===== src/rtl/mul_ctrl_pkg.sv =====
// rtl/mul_ctrl_pkg.sv - shared XLEN, op codes, FSM states and operand helpers for mul_ctrl
`ifndef XLEN
`define XLEN 32
`endif

package mul_ctrl_pkg;

    localparam int XLEN = `XLEN;

    localparam logic [1:0] OP_MUL    = 2'b00;
    localparam logic [1:0] OP_MULH   = 2'b01;
    localparam logic [1:0] OP_MULHSU = 2'b10;
    localparam logic [1:0] OP_MULHU  = 2'b11;

    typedef enum logic [1:0] {
        ST_IDLE = 2'd0,
        ST_CALC = 2'd1,
        ST_DONE = 2'd2
    } state_t;

    // rs1 is signed for every op except MULHU
    function automatic logic [XLEN:0] ext_rs1(input logic [1:0] op, input logic [XLEN-1:0] v);
        return {(op != OP_MULHU) & v[XLEN-1], v};
    endfunction

    // rs2 is signed only for MUL and MULH
    function automatic logic [XLEN:0] ext_rs2(input logic [1:0] op, input logic [XLEN-1:0] v);
        return {~op[1] & v[XLEN-1], v};
    endfunction

    function automatic logic [XLEN-1:0] sel_half(input logic [1:0] op, input logic [2*XLEN-1:0] p);
        return (op == OP_MUL) ? p[XLEN-1:0] : p[2*XLEN-1:XLEN];
    endfunction

endpackage


===== src/rtl/mul_ctrl_mul.sv =====
// rtl/mul_ctrl_mul.sv - combinational signed multiplier (mul) used by mul_ctrl
module mul #(
    parameter int X_W = 33,
    parameter int Y_W = 33,
    parameter int Z_W = 66
) (
    input  logic signed [X_W-1:0] x,
    input  logic signed [Y_W-1:0] y,
    output logic signed [Z_W-1:0] z
);

    assign z = Z_W'(x) * Z_W'(y);

endmodule


===== src/rtl/mul_ctrl.sv =====
// rtl/mul_ctrl.sv - multiply controller (IDLE/CALC/DONE) around mul
// Optional product reuse when MUL_REUSE_EN is defined.
module mul_ctrl
    import mul_ctrl_pkg::*;
#(
    parameter int TAG_W = 5
) (
    input  logic             clk,
    input  logic             rst_n,
    input  logic             in_valid,
    output logic             in_ready,
    input  logic [1:0]       in_op,
    input  logic [XLEN-1:0]  in_rs1,
    input  logic [XLEN-1:0]  in_rs2,
    input  logic [TAG_W-1:0] in_tag,
    input  logic             flush,
    output logic             out_valid,
    input  logic             out_ready,
    output logic [XLEN-1:0]  out_result,
    output logic [TAG_W-1:0] out_tag,
    output logic             busy
);

    state_t               state;
    logic [1:0]           op_q;
    logic [TAG_W-1:0]     tag_q;
    logic [XLEN:0]        a_q;
    logic [XLEN:0]        b_q;
    logic [2*XLEN+1:0]    prod_q;
    logic [2*XLEN+1:0]    z;
    logic                 out_valid_q;
    logic [XLEN:0]        a_ext;
    logic [XLEN:0]        b_ext;
    logic                 accept;
    logic                 hit;
    logic                 unused_prod_hi;

    assign a_ext = ext_rs1(in_op, in_rs1);
    assign b_ext = ext_rs2(in_op, in_rs2);

    mul #(
        .X_W(`XLEN + 1),
        .Y_W(`XLEN + 1),
        .Z_W(2 * `XLEN + 2)
    ) u_mul (
        .x(a_q),
        .y(b_q),
        .z(z)
    );

    assign in_ready = !flush && ((state == ST_IDLE) || ((state == ST_DONE) && out_ready));
    assign accept   = in_valid && in_ready;

`ifdef MUL_REUSE_EN
    logic reuse_valid;
    // a_q/b_q always hold the operands of prod_q once a CALC has completed
    assign hit = reuse_valid && (a_ext == a_q) && (b_ext == b_q);
`else
    assign hit = 1'b0;
`endif

    always_ff @(posedge clk or negedge rst_n) begin
        if (!rst_n) begin
            state       <= ST_IDLE;
            op_q        <= '0;
            tag_q       <= '0;
            a_q         <= '0;
            b_q         <= '0;
            prod_q      <= '0;
            out_valid_q <= 1'b0;
`ifdef MUL_REUSE_EN
            reuse_valid <= 1'b0;
`endif
        end else if (flush) begin
            state       <= ST_IDLE;
            out_valid_q <= 1'b0;
`ifdef MUL_REUSE_EN
            reuse_valid <= 1'b0;
`endif
        end else begin
            case (state)
                ST_CALC: begin
                    prod_q      <= z;
                    out_valid_q <= 1'b1;
                    state       <= ST_DONE;
`ifdef MUL_REUSE_EN
                    reuse_valid <= 1'b1;
`endif
                end
                ST_IDLE, ST_DONE: begin
                    if (accept) begin
                        op_q        <= in_op;
                        tag_q       <= in_tag;
                        a_q         <= a_ext;
                        b_q         <= b_ext;
                        out_valid_q <= hit;
                        state       <= hit ? ST_DONE : ST_CALC;
                    end else if ((state == ST_DONE) && out_ready) begin
                        out_valid_q <= 1'b0;
                        state       <= ST_IDLE;
                    end
                end
                default: begin
                    out_valid_q <= 1'b0;
                    state       <= ST_IDLE;
                end
            endcase
        end
    end

    assign unused_prod_hi = ^prod_q[2*XLEN+1:2*XLEN];

    assign out_valid  = out_valid_q;
    assign out_result = out_valid_q ? sel_half(op_q, prod_q[2*XLEN-1:0]) : '0;
    assign out_tag    = out_valid_q ? tag_q : '0;
    assign busy       = (state != ST_IDLE);

endmodule


===== config.mk =====
export PLATFORM = sky130hd
export DESIGN_NAME = mul_ctrl
export DESIGN_NICKNAME = d
export VERILOG_FILES = /design/src/rtl/mul_ctrl_pkg.sv /design/src/rtl/mul_ctrl_mul.sv /design/src/rtl/mul_ctrl.sv
export SDC_FILE = /design/constraint.sdc
export NUM_CORES = 2
export LEC_CHECK = 0
export ABC_AREA = 1
export BUFFER_PORTS_ARGS = -buffer_cell sky130_fd_sc_hd__buf_4
export CORE_MARGIN = 3
export CORE_UTILIZATION = 45
export DETAILED_ROUTE_END_ITERATION = 12
export GPL_ROUTABILITY_DRIVEN = 0
export PLACE_DENSITY = 0.7
export REMOVE_ABC_BUFFERS = 1
export SYNTH_ARGS = -nofsm -noshare
export SYNTH_HDL_FRONTEND = slang
export SYNTH_HIERARCHICAL = 1
export SYNTH_SLANG_ARGS = --single-unit

===== constraint.sdc =====
create_clock -name clk -period 10 [get_ports clk]
set_input_delay 0.5 -clock clk [delete_from_list [all_inputs] [get_ports clk]]
set_output_delay 0.5 -clock clk [all_outputs]
set_load 0.01 [all_outputs]

# Word-level counts from Yosys, hierarchy flattened
# Cells that the tools add are included.
dict set report classes {
  mul 1
  eq_ne 4
  muxes 11
  n_bitwise 4
  n_reduce_logical 11
}
# operator count
set ops {}
lappend ops {{$mul 33x33->64} 1}
lappend ops {{$mux 32} 2}
lappend ops {{$mux 2} 3}
lappend ops {{$mux 5} 1}
lappend ops {{$logic_not 2->1} 2}
lappend ops {{$ne 4x4->1 const B} 1}
lappend ops {{$pmux 2 s2} 1}
lappend ops {{$logic_and 1x1->1} 3}
lappend ops {{$mux 1} 3}
lappend ops {{$reduce_and 3->1} 1}
lappend ops {{$and 1x1->1} 2}
lappend ops {{$eq 2x1->1 const B} 1}
lappend ops {{$eq 2x2->1 const B} 1}
lappend ops {{$ne 2x2->1 const B} 1}
lappend ops {{$not 1->1} 2}
lappend ops {{$pmux 1 s2} 1}
lappend ops {{$reduce_and 2->1} 1}
lappend ops {{$reduce_bool 2->1} 1}
lappend ops {{$reduce_or 2->1} 1}
lappend ops {{$logic_not 1->1} 1}
lappend ops {{$logic_or 1x1->1} 1}
dict set report totals {
  ff_bits 140
  in_bits 76
  out_inout_bits 40
  elab_cells 38
}

# Depth between registers and ports, before layout
dict set report logic_depth {
  ltp_word 8
  ltp_mapped 35
  depth_no_buf 33
}

# By module
# The synthesis kept the hierarchy.
# mod instances cells_each area_per_inst_um2 seq_area_each_um2
set by_module_without_submodules {}
lappend by_module_without_submodules {mul 1 5483 41833.9 0.0}
lappend by_module_without_submodules {mul_ctrl 1 735 6130.9 3503.4}

# Worst setup path after synthesis
# No wires, ideal clock.
dict set report synth_path {
  path_kind {reg-to-reg}
  from {register a_q[32]}
  to {register prod_q[60]}
  setup_time_ps 77
  t_arrival_ps 7149
  t_required_ps 9923
  path_slack_ps 2774
  stages_incl_launch_ff 27
  n_path_buf 2
  period_less_slack_ps 7226
  cell_sequence {dfrtp_1 -> clkbuf_1 -> clkbuf_1 -> nand2_1 -> inv_1 -> fa_1 -> fa_1 -> fa_1 -> fa_1 -> inv_1 -> fa_1 -> fa_1 -> fa_1 -> fa_1 -> inv_1 -> ha_1 -> nand2_1 -> nor2_1 -> inv_1 -> nor3_1 -> nand2_1 -> and2_0 -> nand3_1 -> nand2_1 -> nand2_1 -> inv_1 -> o21ai_1}
}
dict set report synth_between {
  elab_chain_len 1
}
# element line_no
set synth_rtl {}
lappend synth_rtl {{from (decl)} mul_ctrl.sv:27} ;# logic [XLEN:0] a_q;
lappend synth_rtl {{from (signal assigned)} mul_ctrl.sv:94} ;# a_q <= a_ext;
lappend synth_rtl {{$mul 33x33->64} mul_ctrl_mul.sv:12} ;# assign z = Z_W'(x) * Z_W'(y);
lappend synth_rtl {{via z[60]} mul_ctrl.sv:30} ;# logic [2*XLEN+1:0] z;
lappend synth_rtl {{to (signal assigned)} mul_ctrl.sv:83} ;# prod_q <= z;
lappend synth_rtl {{to (decl)} mul_ctrl.sv:29} ;# logic [2*XLEN+1:0] prod_q;
# The timed path passes the listed nets, and every way through them passes these cells.
# A chain may end at the register's enable or synchronous reset.

# Worst setup path after layout
dict set report layout_path {
  from {register b_q[13]}
  to {register prod_q[56]}
}
dict set report layout_between {
  elab_chain_len 1
}
# element line_no
set layout_rtl {}
lappend layout_rtl {{from (decl)} mul_ctrl.sv:28} ;# logic [XLEN:0] b_q;
lappend layout_rtl {{from (signal assigned)} mul_ctrl.sv:95} ;# b_q <= b_ext;
lappend layout_rtl {{$mul 33x33->64} mul_ctrl_mul.sv:12}
lappend layout_rtl {{via z[56]} mul_ctrl.sv:30}
# The timed path passes the listed nets, and every way through them passes these cells.

==> summary.txt <==
Status
  • Outcome: finished clean

Worst setup path
  • Critical path cell sequence: nand2_1, fa_1, fa_1, fa_1, inv_1, fa_1, fa_1, fa_1, fa_1, inv_1, fa_1, inv_1, ha_1, nand2_1, nor2_1, nand2_1, nor2_1, and3_1, nand2_1, nand3_1, nand2_1, nand2_1, inv_1, o21ai_1
  • Crit path DAT: 8.50 ns
  • CP Capture Type: flop
  • Worst path slowest cell: dfrtp_1
  • Setup CP Type: reg -> reg
  • CP Launch Type: flop
  • Critical Path RT: 10.42 ns
  • Top cell family by delay on the critical path: adder cells
  • Crit path top cell by count: fa_1
  • Crit path largest cell delay: between 1 and 1.5 ns
  • Buf/Inv on CP: 4
  • Crit-path max FO: 22

Floorplanning
  • Die Height: 330.0 um
  • Core Area: around 0.10 mm^2
  • Die Width: ~330 um
  • I/O Pins: 116
  • Initial Util: 45.52%
  • Rows: 118
  • Die ar.: between 0.1 and 0.15 mm^2

Clock network
  • CTS buffer count: 17
  • Setup Buffers After CTS: 0
  • TritonCTS clock tree: built
  • CTS max path bufs: 2
  • CTS H-tree lvls: 4
  • Clk root buf: clkbuf_16
  • Reg clk slew, reported paths: 0.09 ns
  • Clk sinks: 140
  • Worst skew pair latency: 0.52 ns

Place
  • Post-DP HPWL: around 110000 um
  • Placed Instance Area: 0.04908 mm^2
  • Port Buffers: 115

STA
  • Worst Skew: 0.03024 ns
  • Worst Max-Slew Pin Slew: 1.231 ns
  • Final hold violation count: 0
  • # setup viols final: 0
  • Hold Worst Slack: 0.2484 ns
  • Slew headroom: 17.68%
  • Slew Viols, Final: 0
  • Setup_tns: 0 ns
  • Fin crit period: 8.074 ns
  • RSZ-0062 raised after global routing: false
  • Period utilization: 80.74%
  • Max Fclk: 123.9 MHz

Global routing
  • Vias in the first global route: around 40000
  • First-pass GRT wire length: 216600 um
  • Initial antenna violation count: 4
  • All-Layer GR Usage: 25.59%
  • Pin count of the biggest net entering global routing: roughly 100
  • Overflow after GRT: 0

Logic synthesis
  • Avg Cell Area, Syn: 7.759 um^2
  • Yosys warns: 6
  • Cells after synthesis: 6090
  • Synthesized cell area: 0.04725 mm^2

Detailed routing
  • Post-DRT Antenna Nets: 0
  • Via count: 37310
  • DRC: 0
  • Vias per cell: 5.066
  • DRT iter0 DRCs: 3322
  • TritonRoute pass-1 iters: 6
  • Wire per inst: 18.12 um
  • Post-Route WL: approximately 130000 um

Cells and area
  • Final core utilization: 47.85%
  • Layout Nets: ~7400
  • Share of layout cells above drive strength 1: 4.698%
  • P&R area growth vs syn: 5.119%
  • Final instance area: 0.04967 mm^2

Run
  • MaxCap Viol Count: 0

Min path
  • HP Class: in -> reg
[final timing paths]
path | start | endpoint | slack (ns) | cells past startpoint
setup / recovery | b_q[13] | prod_q[56] | 1.93 | 24
hold / removal | in_rs1[13] | a_q[13] | 0.25 | 3
setup reg to reg | b_q[13] | prod_q[56] | 1.93 | 24
hold reg to reg | tag_q[1] | tag_q[1] | 0.47 | 2
max in group asynchronous | rst_n | out_valid | 8.31 | 3
min in group asynchronous | rst_n | prod_q[46] | 0.44 | 2
[worst register-to-register path: stages (launching register included)]
cell     delay [ns]
dfrtp_1        1.06
nand2_1        0.34
fa_1           0.60
fa_1           0.85
fa_1           0.55
inv_1          0.40
fa_1           0.54
fa_1           0.57
fa_1           0.43
fa_1           0.49
inv_1          0.05
fa_1           0.47
inv_1          0.04
ha_1           0.38
nand2_1        0.15
nor2_1         0.20
nand2_1        0.12
nor2_1         0.15
and3_1         0.17
nand2_1        0.08
nand3_1        0.11
nand2_1        0.05
nand2_1        0.05
inv_1          0.04
o21ai_1        0.12
[state kept, by name (all words and copies together) (netlist names)]
register and flops:
prod_q 64, a_q 33, b_q 33, tag_q 5, op_q 2, state 2
out_valid 1
[final cells by class]
type                       count  area (um^2)
antenna                        4        10.01
clock inverter                13        133.9
inverter                    1951         7323
clock buffer                  19        432.9
tap                         1380         1727
fill                        9890        54120
sequential                   140         3526
multi-input combinational   3681        35180
timing repair buffer         177         1335
[per-stage QoR]
step / setup WS, ns / instances
2_1_floorplan: 2.642 / 5772
3_3_place_gp: 2.162 / 7328
3_5_place_dp: 2.043 / 7328
4_1_cts: 2.006 / 7361
5_1_grt: 1.416 / 7361
6_report: 1.926 / 7365
[placed cells by master, fill, tap and decap left out, types with 2 or more instances in the layout]
master      instances
a21oi_2             5
inv_2               5
inv_1            1945
o21ai_1            90
o21bai_1           12
inv_6               5
clkbuf_1            2
a21oi_1            52
nor2_2             15
o21ai_0            32
nand3_2             6
ha_1              214
nand2_1          1691
nand3_1            67
xor2_1             31
fa_1             1136
or2_2               5
clkinvlp_4          5
nor4_1              4
clkbuf_16          17
nor2_4              4
nor3_1              4
nand3b_1            3
nand4_1            91
xnor2_1             2
dfrtp_1           122
inv_8               2
nor3_2              2
dfrtp_2            18
nand2_2            12
buf_4             175
nand3_4             2
diode_2             4
a21o_1              2
nor2_1            192
[layer usage]
| metal | global-route usage [%] | share of wire [%] | vias up |
|---|---|---|---|
| li1 | - | - | 16520 |
| met3 | 5.035 | 8.9 | 316 |
| met2 | 43.02 | 48 | 1766 |
| met5 | 0 | 0 | - |
| met4 | 9.857 | 4.0 | 0 |
| met1 | 32.72 | 39 | 18710 |
[what timing repair did]
action | 4_1_cts | 5_1_grt
hold endpoints to repair | 30 | 0
resized for setup | 0 | 0
hold buffers | 1 | 0
Power is not shown: default switching activity piles up to over one toggle a cycle in this logic, so the estimate is an artifact.
